`config.mk`:
```
export PLATFORM = sky130hd
export DESIGN_NAME = vga_timing
export DESIGN_NICKNAME = d
export VERILOG_FILES = /design/src/rtl/vga_pkg.sv /design/src/rtl/vga_axis_counter.sv /design/src/rtl/vga_timing.sv
export SDC_FILE = /design/constraint.sdc
export NUM_CORES = 1
export LEC_CHECK = 0
export BUFFER_PORTS_ARGS = -buffer_cell sky130_fd_sc_hd__clkbuf_2
export CAP_MARGIN = 20
export CORE_MARGIN = 5
export CORE_UTILIZATION = 35
export DETAILED_ROUTE_END_ITERATION = 7
export GPL_TIMING_DRIVEN = 0
export SYNTH_ARGS = -nofsm -noshare
export SYNTH_HDL_FRONTEND = slang
export SYNTH_SLANG_ARGS = --single-unit
export TNS_END_PERCENT = 50
```
`constraint.sdc`:
```
create_clock -name CLK -period 4.38 [get_ports CLK]
set_input_delay 0.438 -clock CLK [delete_from_list [all_inputs] [get_ports CLK]]
set_output_delay 0.438 -clock CLK [all_outputs]
set_load 0.03 [all_outputs]
```
`src/rtl/vga_pkg.sv`:
```
// Shared definitions for the VGA timing block.
//   - default 800x480 timing constants
//   - phase_t: per-axis timing phase
//   - phase_of(): phase for a counter value, given the four axis boundaries
package vga_pkg;

  localparam int unsigned HDISP_DEF  = 800;
  localparam int unsigned HFP_DEF    = 40;
  localparam int unsigned HPULSE_DEF = 48;
  localparam int unsigned HBP_DEF    = 40;
  localparam int unsigned VDISP_DEF  = 480;
  localparam int unsigned VFP_DEF    = 13;
  localparam int unsigned VPULSE_DEF = 3;
  localparam int unsigned VBP_DEF    = 29;

  typedef enum logic [1:0] {
    ACTIVE,
    FRONT,
    SYNC,
    BACK
  } phase_t;

  // Boundaries are the counts at which FRONT, SYNC, BACK and the next ACTIVE begin.
  function automatic phase_t phase_of(input int unsigned cnt,
                                      input int unsigned disp_end,
                                      input int unsigned fp_end,
                                      input int unsigned sync_end,
                                      input int unsigned total);
    phase_t p;
    if (cnt < disp_end)      p = ACTIVE;
    else if (cnt < fp_end)   p = FRONT;
    else if (cnt < sync_end) p = SYNC;
    else if (cnt < total)    p = BACK;
    else                     p = ACTIVE;
    return p;
  endfunction

endpackage

```
`src/rtl/vga_axis_counter.sv`:
```
// One timing axis: a 0..TOTAL-1 counter plus its phase register.
// Ports:
//   clk, rst : clock, asynchronous active-high reset
//   tick     : advance by one count
//   cnt      : current count
//   phase    : phase of the current count (ACTIVE/FRONT/SYNC/BACK)
//   wrap     : tick while cnt is TOTAL-1 (counter returns to 0 on this tick)
module vga_axis_counter
  import vga_pkg::*;
#(
  parameter int unsigned DISP  = HDISP_DEF,
  parameter int unsigned FP    = HFP_DEF,
  parameter int unsigned PULSE = HPULSE_DEF,
  parameter int unsigned BP    = HBP_DEF,
  localparam int unsigned TOTAL = DISP + FP + PULSE + BP,
  localparam int unsigned W     = $clog2(TOTAL)
) (
  input  logic         clk,
  input  logic         rst,
  input  logic         tick,
  output logic [W-1:0] cnt,
  output phase_t       phase,
  output logic         wrap
);

  logic   [W-1:0] cnt_d;
  logic           at_end;
  phase_t         phase_d;

  always_comb begin
    at_end  = (cnt == W'(TOTAL - 1));
    wrap    = tick && at_end;
    cnt_d   = at_end ? '0 : cnt + W'(1);
    // Phase is registered alongside the count so it always describes cnt.
    phase_d = phase_of(32'(cnt_d), DISP, DISP + FP, DISP + FP + PULSE, TOTAL);
  end

  always_ff @(posedge clk or posedge rst) begin
    if (rst) begin
      cnt   <= '0;
      phase <= ACTIVE;
    end else if (tick) begin
      cnt   <= cnt_d;
      phase <= phase_d;
    end
  end

endmodule

```
`src/rtl/vga_timing.sv`:
```
// VGA timing and output stage.
// Counts H/V position, issues pixel coordinates upstream, and re-aligns the returned RGB
// with sync and blank delayed by LATENCY enabled cycles. All outputs are registered.
// Ports:
//   CLK, RST       : clock, asynchronous active-high reset
//   PIX_EN         : pixel-clock enable; all state advances only when high
//   RGB_IN         : upstream pixel {R,G,B}, valid LATENCY enabled cycles after PIX_X/PIX_Y
//   PIX_X, PIX_Y   : requested coordinate (also counts through blanking)
//   PIX_REQ        : requested coordinate lies in the active area
//   FRAME_START    : coordinate is (0,0)
//   VGA_R/G/B      : output colour, zero outside the active area
//   VGA_HS, VGA_VS : active-low syncs
//   VGA_BLANK      : active-low blank (high in the active area)
module vga_timing
  import vga_pkg::*;
#(
  parameter int unsigned HDISP   = HDISP_DEF,
  parameter int unsigned HFP     = HFP_DEF,
  parameter int unsigned HPULSE  = HPULSE_DEF,
  parameter int unsigned HBP     = HBP_DEF,
  parameter int unsigned VDISP   = VDISP_DEF,
  parameter int unsigned VFP     = VFP_DEF,
  parameter int unsigned VPULSE  = VPULSE_DEF,
  parameter int unsigned VBP     = VBP_DEF,
  parameter int unsigned LATENCY = 2
) (
  input  logic                                         CLK,
  input  logic                                         RST,
  input  logic                                         PIX_EN,
  input  logic [23:0]                                  RGB_IN,
  output logic [$clog2(HDISP+HFP+HPULSE+HBP)-1:0]      PIX_X,
  output logic [$clog2(VDISP+VFP+VPULSE+VBP)-1:0]      PIX_Y,
  output logic                                         PIX_REQ,
  output logic                                         FRAME_START,
  output logic [7:0]                                   VGA_R,
  output logic [7:0]                                   VGA_G,
  output logic [7:0]                                   VGA_B,
  output logic                                         VGA_HS,
  output logic                                         VGA_VS,
  output logic                                         VGA_BLANK
);

  localparam int unsigned HTOTAL = HDISP + HFP + HPULSE + HBP;
  localparam int unsigned VTOTAL = VDISP + VFP + VPULSE + VBP;
  localparam int unsigned XW     = $clog2(HTOTAL);
  localparam int unsigned YW     = $clog2(VTOTAL);

  logic [XW-1:0] hcnt;
  logic [YW-1:0] vcnt;
  phase_t        hphase;
  phase_t        vphase;
  logic          hwrap;
  logic          vwrap;
  logic          vtick;

  assign vtick = hwrap && PIX_EN;

  vga_axis_counter #(
    .DISP  (HDISP),
    .FP    (HFP),
    .PULSE (HPULSE),
    .BP    (HBP)
  ) u_hcnt (
    .clk   (CLK),
    .rst   (RST),
    .tick  (PIX_EN),
    .cnt   (hcnt),
    .phase (hphase),
    .wrap  (hwrap)
  );

  vga_axis_counter #(
    .DISP  (VDISP),
    .FP    (VFP),
    .PULSE (VPULSE),
    .BP    (VBP)
  ) u_vcnt (
    .clk   (CLK),
    .rst   (RST),
    .tick  (vtick),
    .cnt   (vcnt),
    .phase (vphase),
    .wrap  (vwrap)
  );

  // The vertical counter can only wrap on the last tick of a line.
  a_vwrap_on_hwrap : assert property (@(posedge CLK) disable iff (RST) vwrap |-> hwrap);

  // Stage 0: coordinate issue, plus sync levels for the same coordinate.
  logic hs0;
  logic vs0;

  always_ff @(posedge CLK or posedge RST) begin
    if (RST) begin
      PIX_X       <= '0;
      PIX_Y       <= '0;
      PIX_REQ     <= 1'b0;
      FRAME_START <= 1'b0;
      hs0         <= 1'b1;
      vs0         <= 1'b1;
    end else if (PIX_EN) begin
      PIX_X       <= hcnt;
      PIX_Y       <= vcnt;
      PIX_REQ     <= (hphase == ACTIVE) && (vphase == ACTIVE);
      FRAME_START <= (hcnt == '0) && (vcnt == '0);
      hs0         <= (hphase != SYNC);
      vs0         <= (vphase != SYNC);
    end
  end

  // Delay line {req, hs, vs} matching the upstream pixel latency.
  logic req_dly;
  logic hs_dly;
  logic vs_dly;

  if (LATENCY == 0) begin : g_no_delay
    assign {req_dly, hs_dly, vs_dly} = {PIX_REQ, hs0, vs0};
  end else begin : g_delay
    for (genvar i = 0; i < LATENCY; i++) begin : g_stage
      logic [2:0] q;
      logic [2:0] d;
      if (i == 0) begin : g_first
        assign d = {PIX_REQ, hs0, vs0};
      end else begin : g_next
        assign d = g_stage[i-1].q;
      end
      always_ff @(posedge CLK or posedge RST) begin
        if (RST)         q <= 3'b011;
        else if (PIX_EN) q <= d;
      end
    end
    assign {req_dly, hs_dly, vs_dly} = g_stage[LATENCY-1].q;
  end

  // Output register: colour gated by the delayed request so blank and RGB line up.
  always_ff @(posedge CLK or posedge RST) begin
    if (RST) begin
      VGA_R     <= '0;
      VGA_G     <= '0;
      VGA_B     <= '0;
      VGA_HS    <= 1'b1;
      VGA_VS    <= 1'b1;
      VGA_BLANK <= 1'b0;
    end else if (PIX_EN) begin
      {VGA_R, VGA_G, VGA_B} <= req_dly ? RGB_IN : 24'h0;
      VGA_HS                <= hs_dly;
      VGA_VS                <= vs_dly;
      VGA_BLANK             <= req_dly;
    end
  end

endmodule

```
==> out/qor.csv, run 1 <==
metric,value,unit
Non-Filler Instances,610,
Synth Register Bits,81,
r2r endpoint,u_vcnt.phase[1],
FF/Latch Area,0.002037,mm^2
final worst path period share,50.84,%
row cnt,38,
CP Launch Type,flop,
cts repair resizes,0,
met3 usage,3.238,%
vias in the first global route,3089,
Setup-failing EPs final,0,
syn nets,409,
"most common cell after layout, fill and taps aside",clkbuf_2,
largest net degree at the start of global routing,60,
GRT overflow,0,
Reg2Reg Setup Slack,2150,ps
crit-path max FO,8,
Synth top area share,46.63,%
Worst EP required,4650,ps
achievable frequency,449.1,MHz
"Seq/Total Area, Yosys",52.00,%
Die ar.,0.01341,mm^2
Clock Latency Late Sink,350,ps
CTS Hold Bufs,0,
async set-or-reset flop fraction in the synthesized netlist,100.0,%
Hold Path Class,in -> async,
Vias,3014,
P_leak,0.002181,uW
starting density of the core,35.98,%
CTS tree,built,
RSZ-0062 raised after global routing,no,
share of cells above drive strength 1,31.70,%
Root Driver,clkbuf_8,
Reg2Reg Depth,6,
core area,0.01089,mm^2
Cells after DPL,594,
Antenna Cells,0,
Multi-input gate area,0.001592,mm^2
Placement Setup Slack,2168,ps
largest area contributor in the netlist,dfrtp_1,
Ports,76,
Clock Sinks,81,
Setup TNS,0,ps
FILL cells,1059,
Yosys cell types,55,
critical path class,reg -> reg,
DIE WIDTH,115.8,um
final worst slack,2153,ps
initial antenna violation count,0,
final instance area,0.004676,mm^2
GRT met2 Usage,22.29,%
global-route wire length before repair,15060,um
drt wl/cell,14.61,um
Area contributors post-synth,"dfrtp_1 (47%), mux2_2 (8.3%), dfstp_2 (5.4%)",
CP arrival,2500,ps
Port Buffer Count,75,
post-DP HPWL,6586,um
Worst Tran Pin Value,554.1,ps
Mapped Cells,378,
Post-Synthesis Cell Area,0.003918,mm^2
CTS Buffer Depth,2,
Synth Flop Type,dfrtp_1,
Hold Fails Final Rpt,0,
Max IR drop VDD,0.0001616,V
Pre-Repair DR Iteration Count,4,
Ys Warns,0,
DR iter-0 viols,227,
P&R area growth vs syn,19.35,%
fin nets,496,
Tmin final,2227,ps
H-tree depth,3,
drt total wl,8910,um
Clock Skews,6.777,ps
Post-DRT Antenna Nets,0,
Max Cap Violations,0,
gr busiest metal,met2,
Worst Setup End Kind,flop,
launching point of the worst reg2reg path,u_vcnt.cnt[0],
final core utilization,42.94,%
GR Util All Layers,14.03,%
Clock transition at path regs,80,ps
Die H,115.8,um
DRC viols,0,
Post-synth EDFFs,0,
fin. max-slew vios,0,
CTS Buf Count,9,
Final GP Congestion,0.8656,
Mean Syn Cell Area,10.36,um^2
met1 usage,18.62,%
Vias per Instance,4.941,
status,"finished, final reports clean",
"commonest non-fill, non-tap cells in the layout","clkbuf_2 (75), dfrtp_1 (73), nand2_1 (42), inv_1 (37), o21ai_0 (37)",
Pwr Density,401.0,mW/mm^2
Post-DP Area,0.004498,mm^2
post-CTS setup buffer count,0,
Max-slew headroom,63.06,%
[area by class of cell]
class                           count  area share [%]
Timing Repair Buffer               76           8.617
Tap cell                          140           3.746
Sequential cell                    81           43.56
Buffer                             27           3.131
Clock buffer                        9           2.649
Multi-Input combinational cell    232           34.04
Clock inverter                      7           1.151
Inverter                           38           3.104
[routing by layer]
layer  vias up  wire, um
li1       1485         -
met1      1442      4172
met2        76      3975
met3        11       615
met4         0       146
met5         -         0
[power by group]
| group | internal, uW | switching [uW] | total, uW |
|---|---|---|---|
| logic | 169 | 325 | 494 |
| clock network | 209 | 290 | 499 |
| registers | 826 | 55.4 | 882 |
| total | 1200 | 670 | 1880 |
[synth_stat cells (4+ instances only)]
cell / n
buf_4: 5
a21oi_1: 7
inv_1: 38
buf_1: 4
dfrtp_1: 73
xor2_1: 6
mux2_2: 29
dfstp_2: 8
a22o_1: 4
and3_1: 5
nor2_1: 12
xnor2_1: 7
ha_1: 4
o31ai_1: 4
o21ai_0: 37
and4_1: 7
nand4_1: 7
clkbuf_1: 12
a31oi_1: 5
nand2_1: 42
nand3_1: 9
[critical path, stage by stage, from the launching register on]
cell,delay [ps]
dfrtp_1,490
ha_1,340
nand3_1,240
o31ai_1,350
nand3_2,110
or4b_4,520
o211ai_1,90
[cells by family after synthesis]
kind of cell    Yosys count  share of synthesized area, %
mux                      32                         9.102
simple gates            101                         13.99
fa+ha+maj                 4                         1.278
flops                    81                         52.00
buf+inv                  65                         7.378
xor+xnor                 13                         2.906
compound gates           82                         13.35
[stage by stage]
| stage | hold WS [ps] | total power [uW] |
|---|---|---|
| after floorplan | 424.9 | 1244 |
| after global placement | 448.7 | 1378 |
| after detailed placement | 426.9 | 1391 |
| after CTS | 28.38 | 1898 |
| after global routing | 46.40 | 1989 |
| final | 33.29 | 1875 |
[state kept, by name, summed over array words and instances, names as in the netlist]
name,flops
u_vcnt.cnt,10
u_hcnt.phase,2
VGA_G,8
FRAME_START,1
u_hcnt.cnt,10
vs0,1
VGA_R,8
g_delay.g_stage.q,6
VGA_B,8
PIX_X,10
PIX_Y,10
VGA_VS,1
hs0,1
u_vcnt.phase,2
PIX_REQ,1
VGA_BLANK,1
VGA_HS,1
[worst max-delay path by stage]
stage	slack [ps]	startpoint	to
floorplan	1880	RST	FRAME_START
global placement	910	RST	PIX_X[4]
detailed placement	2170	u_hcnt.cnt[1]	u_vcnt.phase[0]
CTS	2150	u_vcnt.cnt[0]	u_vcnt.phase[0]
global route	1990	u_vcnt.cnt[0]	u_vcnt.phase[0]
finish	2150	u_vcnt.cnt[0]	u_vcnt.phase[1]
(Power assumes the default switching activity.)
==> run 2: changes to the inputs <==
==> constraint.sdc (replaced) <==
create_clock -name CLK -period 2.22 [get_ports CLK]
set_input_delay 0.222 -clock CLK [delete_from_list [all_inputs] [get_ports CLK]]
set_output_delay 0.222 -clock CLK [all_outputs]
set_load 0.03 [all_outputs]
==> out/qor.csv, run 2 (synthesis gave the netlist of run 1 again) <==
metric,value,unit
final core utilization,43.68,%
Pwr Density,801.3,mW/mm^2
DRC viols,0,
Die H,115.8,um
Vias per Instance,4.993,
Placement Setup Slack,-4.489,ps
largest net degree at the start of global routing,31,
worst hold slack,62.91,ps
Clock Latency Late Sink,360,ps
H-tree depth,3,
DIE WIDTH,115.8,um
crit-path max FO,8,
GR Util All Layers,13.98,%
initial antenna violation count,0,
CTS tree,built,
Root Driver,clkbuf_8,
Worst Path Buf+Inv,1,
Post-DRT Antenna Nets,0,
fin nets,499,
final worst slack,113.0,ps
Worst EP required,2490,ps
Die ar.,0.01341,mm^2
Max IR drop VDD,0.0003338,V
CTS Buf Count,9,
drt total wl,9081,um
Clock transition at path regs,80,ps
CP Cell Sequence,inv_1 > ha_1 > nor4b_4 > and4_2 > a31o_1 > or4b_4 > o211ai_1,
max incr delay on CP,490,ps
Worst Tran Pin Value,561.9,ps
status,"finished, final reports clean",
post-DP HPWL,6685,um
Pre-Repair DR Iteration Count,4,
critical path class,reg -> reg,
final worst path period share,94.91,%
FILL cells,1033,
CP Launch Type,flop,
row cnt,38,
RSZ-0062 raised after global routing,no,
"commonest non-fill, non-tap cells in the layout","clkbuf_2 (75), dfrtp_1 (71), nand2_1 (42), inv_1 (37), o21ai_0 (37)",
GRT overflow,0,
global-route wire length before repair,14970,um
Antenna Cells,0,
Max-slew headroom,62.54,%
Ports,76,
Setup TNS,0,ps
CP top delay family,simple AND/OR/NAND/NOR gates,
achievable frequency,474.6,MHz
CTS Buffer Depth,2,
core area,0.01089,mm^2
Clock Skews,12.61,ps
Clock Sinks,81,
Post-DP Area,0.004512,mm^2
share of cells above drive strength 1,32.98,%
Setup-failing EPs final,0,
Max Cap Violations,0,
Hold Fails Final Rpt,0,
Worst Setup End Kind,flop,
P_leak,0.002209,uW
fin. max-slew vios,0,
P&R area growth vs syn,21.40,%
CP arrival,2380,ps
Tmin final,2107,ps
starting density of the core,35.98,%
Hold Path Class,in -> reg,
final instance area,0.004756,mm^2
"most common cell after layout, fill and taps aside",clkbuf_2,
CP max stage cell,or4b_4,
Final GP Congestion,0.8711,
vias in the first global route,3043,
drt wl/cell,14.81,um
Vias,3061,
DR iter-0 viols,187,
Port Buffer Count,75,
run 2: changes by cell type in the layout (fill, tap and decap cells not counted), sizes merged:
cell         before  now
buf              16   18
bufinv            0    1
clkbuf           96   99
clkinv            2    3
clkinvlp          3    1
dlygate4sd3       0    1
inv              40   37
run 2: report_power, final:
group	total, uW	internal [uW]	switching [uW]
Combinational	980	341	639
Clock	1090	554	537
Sequential	1740	1630	110
run 2: routing by layer:
| layer | track usage [%] | vias up | part of all wire, % |
|---|---|---|---|
| met5 | 0 | - | 0 |
| met4 | 5.646 | 0 | 1.7 |
| met3 | 3.185 | 9 | 7.6 |
| met2 | 22.36 | 95 | 46 |
| met1 | 18.41 | 1466 | 44 |
| li1 | - | 1491 | - |
run 2: through the flow:
stage               std cells  power, uW
finish                    613       3811
global route              613       4044
CTS                       612       3848
detailed placement        595       2741
global placement          593       2719
floorplan                 378       2456
run 2: repair_timing:
action,in CTS,in global routing
setup endpoints to repair,2,3
resized for setup,1,7
hold endpoints to repair,22,0
hold buffers,1,0
setup buffers,0,1
run 2: worst paths after layout:
path,startpoint,end,slack [ps],cells after the start
max,u_vcnt.cnt[0],u_vcnt.phase[1],110,7
min in group asynchronous,RST,VGA_B[6],450,3
min,RGB_IN[8],VGA_G[0],60,3
max reg2reg,u_vcnt.cnt[0],u_vcnt.phase[1],110,7
max in group asynchronous,RST,PIX_X[0],1020,5
min reg2reg,u_vcnt.phase[1],vs0,470,1
run 2: cell type report:
| class | count | area (um^2) | area share (%) |
|---|---|---|---|
| clock inverter | 4 | 52.55 | 1.105 |
| inverter | 38 | 146.4 | 3.078 |
| buffer | 27 | 146.4 | 3.078 |
| tap | 140 | 175.2 | 3.683 |
| multi-input combinational | 232 | 1618 | 34.02 |
| clock buffer | 12 | 145.1 | 3.052 |
| sequential | 81 | 2039 | 42.88 |
| timing repair buffer | 79 | 432.9 | 9.103 |
run 2: worst reg2reg max path, delay by kind of cell (launching register included):
kind | cells | cell delay (ps)
and+or+nand+nor | 3 | 1040
AOI/OAI and AO/OA | 2 | 250
adders and majority gates | 1 | 170
buffers and inverters | 1 | 110
DFF | 1 | 460
==> run 3: changes to the inputs <==
--- a/config.mk
+++ b/config.mk
@@ -5,6 +5,7 @@
 export SDC_FILE = /design/constraint.sdc
 export NUM_CORES = 1
 export LEC_CHECK = 0
+export ABC_AREA = 1
 export BUFFER_PORTS_ARGS = -buffer_cell sky130_fd_sc_hd__clkbuf_2
 export CAP_MARGIN = 20
 export CORE_MARGIN = 5
==> out/qor.csv, run 3 <==
metric,value,unit
CP Launch Type,flop,
Area contributors post-synth,"dfrtp_1 (48%), nand2_1 (16%), nand3_1 (7.3%)",
WHS Path Cells,3,
min-delay src,RGB_IN[14],
Post-DRT Antenna Nets,0,
global-route wire length before repair,15620,um
Antenna Cells,0,
Max-slew headroom,61.03,%
Vias,3277,
vias in the first global route,3209,
CP arrival,2060,ps
Synth top area share,48.12,%
P&R area growth vs syn,21.29,%
CP Cell Sequence,ha_1 > nand2_2 > nor2_4 > nand3_4 > nand3_1 > inv_1 > nand2_1 > nand2_1 > nand2_1 > o21ai_2,
GR Util All Layers,14.88,%
post-DP HPWL,6971,um
final worst path period share,82.88,%
starting density of the core,35.33,%
Reg2Reg Setup Slack,380,ps
async set-or-reset flop fraction in the synthesized netlist,100.0,%
launching point of the worst reg2reg path,u_hcnt.cnt[1],
most numerous cell in the Yosys netlist,nand2_1,
Setup-failing EPs final,0,
Multi-input gate area,0.001515,mm^2
CP max stage cell,dfrtp_1,
DRC viols,0,
Clock Sinks,81,
crit-path max FO,8,
Die ar.,0.01303,mm^2
largest net degree at the start of global routing,40,
Net Sw Frac,36.16,%
Reg2Reg Depth,10,
FF/Latch Area,0.002037,mm^2
DIE WIDTH,114.1,um
Tmin final,1840,ps
Post-synth EDFFs,0,
max incr delay on CP,400,ps
Root Driver,clkbuf_8,
initial antenna violation count,0,
Synth Register Bits,81,
Hold Fails Final Rpt,0,
CTS Hold Bufs,1,
P_int,2481,uW
final instance area,0.004604,mm^2
Pre-Repair DR Iteration Count,5,
drt wl/cell,13.11,um
Max Cap Violations,0,
Mapped Cells,471,
fin. max-slew vios,0,
Worst EP required,2440,ps
Setup TNS,0,ps
Max IR drop VDD,0.0003650,V
cts repair resizes,0,
Hold Path Class,in -> reg,
Tot Pwr,3887,uW
P_leak,0.002451,uW
share of cells above drive strength 1,21.45,%
RSZ-0062 raised after global routing,no,
Final GP Congestion,0.8544,
Post-synth top cells,"nand2_1 (165), dfrtp_1 (73), nand3_1 (55)",
Cells after DPL,687,
GRT overflow,0,
Non-Filler Instances,704,
CTS tree,built,
drt total wl,9229,um
Worst Tran Pin Value,584.5,ps
status,"finished, final reports clean",
Post-DP Area,0.004385,mm^2
Ports,76,
Worst Setup End Kind,flop,
Mean Syn Cell Area,8.060,um^2
achievable frequency,543.5,MHz
Worst Path Buf+Inv,1,
largest area contributor in the netlist,dfrtp_1,
FILL cells,1130,
switching power,1406,uW
Post-Synthesis Cell Area,0.003796,mm^2
Vias per Instance,4.655,
post-CTS setup buffer count,0,
row cnt,38,
share of power burned in registers,47.0,%
H-tree depth,3,
final core utilization,42.85,%
Clock Latency Late Sink,350,ps
critical path class,reg -> reg,
CTS Buffer Depth,2,
CTS Buf Count,9,
r2r endpoint,u_hcnt.phase[1],
Synth Flop Type,dfrtp_1,
CP top delay family,simple AND/OR/NAND/NOR gates,
"most used cell, CP",nand2_1,
"most common cell after layout, fill and taps aside",nand2_1,
Clock transition at path regs,100,ps
Ys Warns,0,
Logic pwr share,23.8,%
"Seq/Total Area, Yosys",53.66,%
Worst Hold Path EP,VGA_G[6],
Pwr Density,844.1,mW/mm^2
clock share of power,29.2,%
fin nets,590,
core area,0.01075,mm^2
syn nets,502,
Port Buffer Count,74,
DR iter-0 viols,146,
Yosys cell types,28,
Die H,114.1,um
"commonest non-fill, non-tap cells in the layout","nand2_1 (165), clkbuf_2 (74), dfrtp_1 (73), nand3_1 (55), inv_1 (42)",
Clock Skews,14.72,ps
[run 3: layer usage]
layer	up-vias	part of all wire (%)	global-route usage, %
met5	-	0	0
li1	1682	-	-
met3	2	4.8	2.326
met4	0	0.43	4.592
met2	70	48	24.67
met1	1523	47	20.11
[run 3: layout make-up]
cell class	count	area share, %
Multi-Input combinational cell	327	32.91
Clock buffer	9	2.690
Clock inverter	7	1.848
Buffer	19	1.712
Inverter	44	3.668
Sequential cell	81	44.24
Timing Repair Buffer	77	9.130
Tap cell	140	3.804
[run 3: power groups by stage]
stage	logic (uW)	registers (uW)	clock network (uW)
2_1_floorplan	416	2060	0
3_3_place_gp	914	1850	0
3_5_place_dp	938	1860	0
4_1_cts	940	1830	1170
5_1_grt	1040	1860	1230
6_report	927	1830	1130
[run 3: kinds of logic after synthesis]
kind of cell             synth area share (%)
buffers and inverters                   6.427
AND/OR/NAND/NOR                         30.72
AO/OA/AOI/OAI                           7.185
XOR/XNOR                               0.6923
flip-flops                              53.66
adder cells (fa/ha/maj)                 1.318
[run 3: worst min-delay path, stage by stage]
cell      delay [ps]
clkbuf_2          80
nand3_1           70
nand2_1           50
[run 3: worst max path at each step]
stage	from	to	slack [ps]	cells past startpoint
2_1_floorplan	u_vcnt.cnt[0]	u_vcnt.phase[1]	620	10
4_1_cts	u_vcnt.cnt[0]	u_vcnt.phase[1]	380	10
3_5_place_dp	u_vcnt.cnt[0]	u_vcnt.phase[1]	410	10
6_report	u_hcnt.cnt[1]	u_hcnt.phase[1]	380	10
3_3_place_gp	u_vcnt.cnt[0]	u_vcnt.phase[1]	430	10
5_1_grt	u_vcnt.cnt[0]	u_vcnt.phase[1]	100	12
[run 3: per-stage QoR]
step,hold slack [ps],setup slack (ps)
floorplan,362.8,622.1
global placement,395.6,429.4
detailed placement,236.2,412.1
CTS,62.66,377.6
global route,74.20,96.43
finish,84.21,380.1
